--- config.mk ---
export PLATFORM = sky130hd
export DESIGN_NAME = alu_md
export DESIGN_NICKNAME = d
export VERILOG_FILES = /design/src/rtl/alu_md.sv
export SDC_FILE = /design/constraint.sdc
export NUM_CORES = 1
export LEC_CHECK = 0
export ABC_AREA = 1
export BUFFER_PORTS_ARGS = -buffer_cell sky130_fd_sc_hd__buf_4
export CORE_ASPECT_RATIO = 1.5
export CORE_MARGIN = 1
export CORE_UTILIZATION = 41
export DETAILED_ROUTE_END_ITERATION = 16
export RECOVER_POWER = 100
export SYNTH_ARGS = -nofsm -noshare
export SYNTH_HDL_FRONTEND = slang
export SYNTH_SLANG_ARGS = --single-unit
--- constraint.sdc ---
create_clock -name clk_i -period 5.1 [get_ports clk_i]
set_input_delay 0.765 -clock clk_i [delete_from_list [all_inputs] [get_ports clk_i]]
set_output_delay 0.765 -clock clk_i [all_outputs]
set_load 0.05 [all_outputs]
--- src/rtl/alu_md.sv ---
// rtl/alu_md.sv - ALU with iterative unsigned multiply/divide unit and HI/LO registers
// Single-cycle ops are combinational; MULTU/DIVU run WIDTH cycles under a start/busy/done handshake.
module alu_md #(
   parameter int WIDTH = 32
) (
   input  logic             clk_i,
   input  logic             rst_i,
   input  logic             start_i,
   input  logic [3:0]       aluop_i,
   input  logic [WIDTH-1:0] src0_i,
   input  logic [WIDTH-1:0] src1_i,
   output logic [WIDTH-1:0] aluout_o,
   output logic             zero_o,
   output logic             ovf_o,
   output logic             busy_o,
   output logic             done_o,
   output logic [WIDTH-1:0] hi_o,
   output logic [WIDTH-1:0] lo_o
);

   localparam int CW = $clog2(WIDTH + 1);

   localparam logic [3:0] OP_ADD   = 4'b0000;
   localparam logic [3:0] OP_SUB   = 4'b0001;
   localparam logic [3:0] OP_OR    = 4'b0010;
   localparam logic [3:0] OP_AND   = 4'b0011;
   localparam logic [3:0] OP_SLT   = 4'b0100;
   localparam logic [3:0] OP_MULTU = 4'b0101;
   localparam logic [3:0] OP_DIVU  = 4'b0110;
   localparam logic [3:0] OP_MFHI  = 4'b0111;
   localparam logic [3:0] OP_MFLO  = 4'b1000;

   typedef enum logic [1:0] {
      IDLE = 2'd0,
      BUSY = 2'd1,
      DONE = 2'd2
   } state_t;

   state_t             state;
   logic [CW-1:0]      count;
   logic               is_div;
   logic [2*WIDTH-1:0] acc;
   logic [WIDTH-1:0]   operand;
   logic [WIDTH-1:0]   hi;
   logic [WIDTH-1:0]   lo;
   logic               busy;
   logic               done;

   logic [WIDTH-1:0]   sum;
   logic [WIDTH-1:0]   difference;
   logic               slt;
   logic               launch;

   logic [WIDTH:0]     mul_sum;
   logic [2*WIDTH-1:0] mul_next;
   logic [WIDTH:0]     div_shift;
   logic [WIDTH-1:0]   div_diff;
   logic               div_borrow;
   logic [2*WIDTH-1:0] div_next;
   logic [2*WIDTH-1:0] acc_next;

   assign sum        = src0_i + src1_i;
   assign difference = src0_i - src1_i;
   assign slt        = $signed(src0_i) < $signed(src1_i);

   always_comb begin
      aluout_o = '0;
      ovf_o    = 1'b0;
      case (aluop_i)
         OP_ADD: begin
            aluout_o = sum;
            ovf_o    = (src0_i[WIDTH-1] == src1_i[WIDTH-1]) && (sum[WIDTH-1] != src0_i[WIDTH-1]);
         end
         OP_SUB: begin
            aluout_o = difference;
            ovf_o    = (src0_i[WIDTH-1] != src1_i[WIDTH-1]) && (difference[WIDTH-1] != src0_i[WIDTH-1]);
         end
         OP_OR:   aluout_o = src0_i | src1_i;
         OP_AND:  aluout_o = src0_i & src1_i;
         OP_SLT:  aluout_o = {{(WIDTH-1){1'b0}}, slt};
         OP_MFHI: aluout_o = hi;
         OP_MFLO: aluout_o = lo;
         default: aluout_o = '0;
      endcase
   end

   assign zero_o = (aluout_o == '0);

   // Multiply: acc = {partial product, remaining multiplier}, shifted right each step.
   assign mul_sum  = {1'b0, acc[2*WIDTH-1:WIDTH]} + (acc[0] ? {1'b0, operand} : '0);
   assign mul_next = {mul_sum, acc[WIDTH-1:1]};

   // Divide: acc = {remainder, dividend/quotient}; a zero divisor never borrows,
   // which naturally yields an all-ones quotient and the dividend as remainder.
   assign div_shift  = {acc[2*WIDTH-1:WIDTH], acc[WIDTH-1]};
   assign div_borrow = div_shift < {1'b0, operand};
   assign div_diff   = div_shift[WIDTH-1:0] - operand;
   assign div_next   = div_borrow ? {acc[2*WIDTH-2:0], 1'b0}
                                  : {div_diff, acc[WIDTH-2:0], 1'b1};

   assign acc_next = is_div ? div_next : mul_next;

   assign launch = start_i && (state != BUSY) &&
                   ((aluop_i == OP_MULTU) || (aluop_i == OP_DIVU));

   always_ff @(posedge clk_i or posedge rst_i) begin
      if (rst_i) begin
         state   <= IDLE;
         count   <= '0;
         is_div  <= 1'b0;
         acc     <= '0;
         operand <= '0;
         hi      <= '0;
         lo      <= '0;
         busy    <= 1'b0;
         done    <= 1'b0;
      end else begin
         case (state)
            IDLE, DONE: begin
               done  <= 1'b0;
               busy  <= 1'b0;
               state <= IDLE;
               if (launch) begin
                  state  <= BUSY;
                  busy   <= 1'b1;
                  count  <= CW'(WIDTH);
                  is_div <= (aluop_i == OP_DIVU);
                  if (aluop_i == OP_DIVU) begin
                     acc     <= {{WIDTH{1'b0}}, src0_i};
                     operand <= src1_i;
                  end else begin
                     acc     <= {{WIDTH{1'b0}}, src1_i};
                     operand <= src0_i;
                  end
               end
            end
            BUSY: begin
               acc <= acc_next;
               if (count == CW'(1)) begin
                  hi    <= acc_next[2*WIDTH-1:WIDTH];
                  lo    <= acc_next[WIDTH-1:0];
                  count <= '0;
                  busy  <= 1'b0;
                  done  <= 1'b1;
                  state <= DONE;
               end else begin
                  count <= count - CW'(1);
               end
            end
            default: begin
               state <= IDLE;
               busy  <= 1'b0;
               done  <= 1'b0;
            end
         endcase
      end
   end

   assign busy_o = busy;
   assign done_o = done;
   assign hi_o   = hi;
   assign lo_o   = lo;

endmodule

==> results.md <==
- Die Width: 178.8 µm
- DP Area: 0.02100 mm²
- Critical Path AT: 4.03 ns
- Initial antenna violation count: 0
- Post-Syn Instances: 3222
- Status: finished, violations left
- Vias in the first global route: 21310
- Rows: 96
- Routed Antenna Nets: 0
- Max-slew headroom: -86.72%
- Flop and latch count out of synthesis: 170
- Most frequent CP cell: nand2_1
- Syn Area/Cell: 5.965 µm²
- Worst setup margin: 0.3039 ns
- Seq pwr share: 22.4%
- Crit path kind: in2out
- Worst Max-Slew Pin Slew: 2.801 ns
- Clock sinks: 170
- Sw Ratio: 52.13%
- Share of cells above drive strength 1: 4.598%
- Clock Path Buffers: 2
- CTS tree: built
- N_diodes: 0
- Final cycle utilization of the critical path: 94.04%
- Synth Warn #: 0
- Worst hold path class: reg2reg
- CP Capture Point: zero_o
- Most area-hungry cell type in the Yosys netlist: dfrtp_1
- Worst-skew pair later-pin latency: 0.46 ns
- Cell depth of the worst flop-to-flop path: 11
- Iteration-0 DRC Markers: 1829
- Seq. cell area: 0.004255 mm²
- Vias: 21870
- Slowest stage delay, CP: 0.79 ns
- Top cells by count, synth: 1025 x nand2_1, 507 x inv_1, 301 x nor2_1
- Area of the multi-input gates: 0.01253 mm²
- Routed len/inst: 21.56 µm
- Critical Path Fanout Max: 8
- Layout net count: 3588
- Max_cap viols: 5
- First-pass GRT wire length: 125900 µm
- Required time worst endpoint: 4.34 ns
- Flop2flop setup slack: 0.65 ns
- Critical Path Slowest Stage Cell: nor4_1
- # port buffers: 170
- Detail Placement HPWL: 68450 µm
- CP cell instances: buf_4, inv_1, ha_1, inv_1, nand2_1, inv_1, nand2_1, nor4_1, nand3_1, nand3_1, nand3_1, nor2_1, nand2_1, nor2_1, nand2_1, nor2_1, buf_4
- Synth top area share: 22.14%
- Final Skew: 0.01865 ns
- Clock share of power: 16.0%
- Crit. End Element: output pin
- CTS root buffer: clkbuf_16
- Number of synthesized flops with an enable pin: 0
- Lkg Pwr: 11.58 nW
- Pwr dens: 410.7 mW/mm²
- Fin. Hold Viols: 0
- Tmin final: 4.796 ns
- Cell count of the worst hold path: 1
- Post-synth cell types: 49
- Total track usage: 35.60%
- Hold bufs inserted after CTS: 0
- Htree depth: 4
- GR Overflow Total: 0
- Pins Over Slew Limit: 253
- Total Die Area: 0.04776 mm²
- Final Instance Area: 0.02118 mm²
- Drc violations: 0
- RR Startpoint: acc[55]
- FILL cells: 5114
- Post-Route WL: 84870 µm
- Post-Synthesis Cell Area: 0.01922 mm²
- RSZ-0062 raised after global routing: false
- Die height: 267.2 µm
- Total core area: 0.04600 mm²
- Startpoint Class: primary input
- Logic pwr share: 61.6%
- Pre-CTS WS: 0.4155 ns
- Post-Syn Nets: 3473
- First-pass iteration count of the detailed router: 7
- Synth-to-Final Area Change: 10.20%
- Prevailing post-synth register cell: dfrtp_1
- GP Congestion: 1.083
- Top-count cell post-synth: nand2_1
- Post-route setup TNS: 0 ns
- Post-CTS Setup Bufs: 0
- Int Pwr: 4.164 mW
- Top post-synthesis cells by area: dfrtp_1 22%, nand2_1 20%, ha_1 11%
- Capturing point of the worst reg2reg path: hi_o[29]
- Initial core utilization: 41.78%
- CTS Buf Count: 17
- Worst Setup SP: src0_i[25]
- Peak Freq: 0.2085 GHz
- Maximum vdd drop: 0.0005076 V
- Final setup viols: 0
- Synth async-reset ratio: 100.0%
- IO Count: 171
- Sequential share of the synthesized area: 22.14%
- Post-CTS Resized: 0
- Vias per std cell: 5.555
- CTS clk-pin slew, worst paths: 0.07 ns
- Failing checks: max-capacitance violations, max-slew violations
- Psw: 4.535 mW
- Largest net degree at the start of global routing: 171
[routing by layer]
metal / vias up / GRT usage [%] / routed length, µm / part of all wire [%]
met4: 0 / 23.84 / 5946 / 7.0
met5: - / 0 / 0 / 0
li1: 10540 / - / - / -
met3: 215 / 2.513 / 3994 / 4.7
met1: 10300 / 42.42 / 33950 / 40
met2: 821 / 60.82 / 40980 / 48
[sequential cells by signal, summed over array words and instances (netlist names)]
register	flops
acc	64
busy_o	1
count	6
hi_o	32
is_div	1
lo_o	32
operand	32
state	2
[worst min-delay path by stage]
| stage | start | to | slack [ns] |
|---|---|---|---|
| 6_report | busy_o | busy_o | 0.50 |
| 5_1_grt | busy_o | busy_o | 0.55 |
| 4_1_cts | lo_o[25] | lo_o[25] | 0.51 |
| 3_5_place_dp | lo_o[25] | lo_o[25] | 0.49 |
| 3_3_place_gp | busy_o | busy_o | 0.48 |
| 2_1_floorplan | operand[0] | operand[0] | 0.48 |
[through the flow]
stage          utilization [%]  hold slack [ns]  cells  total power, mW
2_1_floorplan                -           0.4781   3222            5.646
3_3_place_gp             45.66           0.4806   3906            7.166
3_5_place_dp             45.66           0.4913   3906            7.234
4_1_cts                  47.00           0.5070   3937            8.657
5_1_grt                  46.04           0.5466   3937            9.414
6_report                 46.04           0.5032   3937            8.699
[critical path: cells and delay by family]
family | cells | cell delay, ns
adders and majority gates | 1 | 0.45
and+or+nand+nor | 11 | 2.18
buffers and inverters | 5 | 0.62
[logic make-up (layout without fill, tap and decap cells)]
family | Yosys count | count (layout) | share of synthesized area (%)
adder cells (fa/ha/maj) | 180 | 180 | 11.88
AO/OA/AOI/OAI | 551 | 551 | 16.33
buffers and inverters | 615 | 742 | 12.53
AND/OR/NAND/NOR | 1670 | 1670 | 35.49
flip-flops | 170 | 170 | 22.14
XOR/XNOR | 36 | 36 | 1.641
[cell usage in the layout, fill, tap and decap left out, types with 39 or more instances in the layout]
| cell | instances |
|---|---|
| dfrtp_1 | 169 |
| a21oi_1 | 177 |
| nand2_1 | 1026 |
| buf_4 | 94 |
| clkbuf_1 | 101 |
| nand3_1 | 261 |
| ha_1 | 176 |
| o21ai_0 | 229 |
| inv_1 | 508 |
| o211ai_1 | 39 |
| nor2_1 | 298 |
[layout make-up]
class	instances	area share [%]
multi-input combinational	2437	59.14
sequential	170	20.09
inverter	513	9.098
timing repair buffer	198	5.276
tap	588	3.474
clock buffer	18	2.074
clock inverter	13	0.8448
[power groups by stage]
stage	Sequential, mW	Clock [mW]	Combinational (mW)
global route	1.98	1.47	5.96
floorplan	1.84	0	3.80
finish	1.95	1.39	5.36
CTS	1.94	1.42	5.30
detailed placement	1.96	0	5.27
global placement	1.95	0	5.21
No activity file was read; power rests on OpenSTA's default activity.
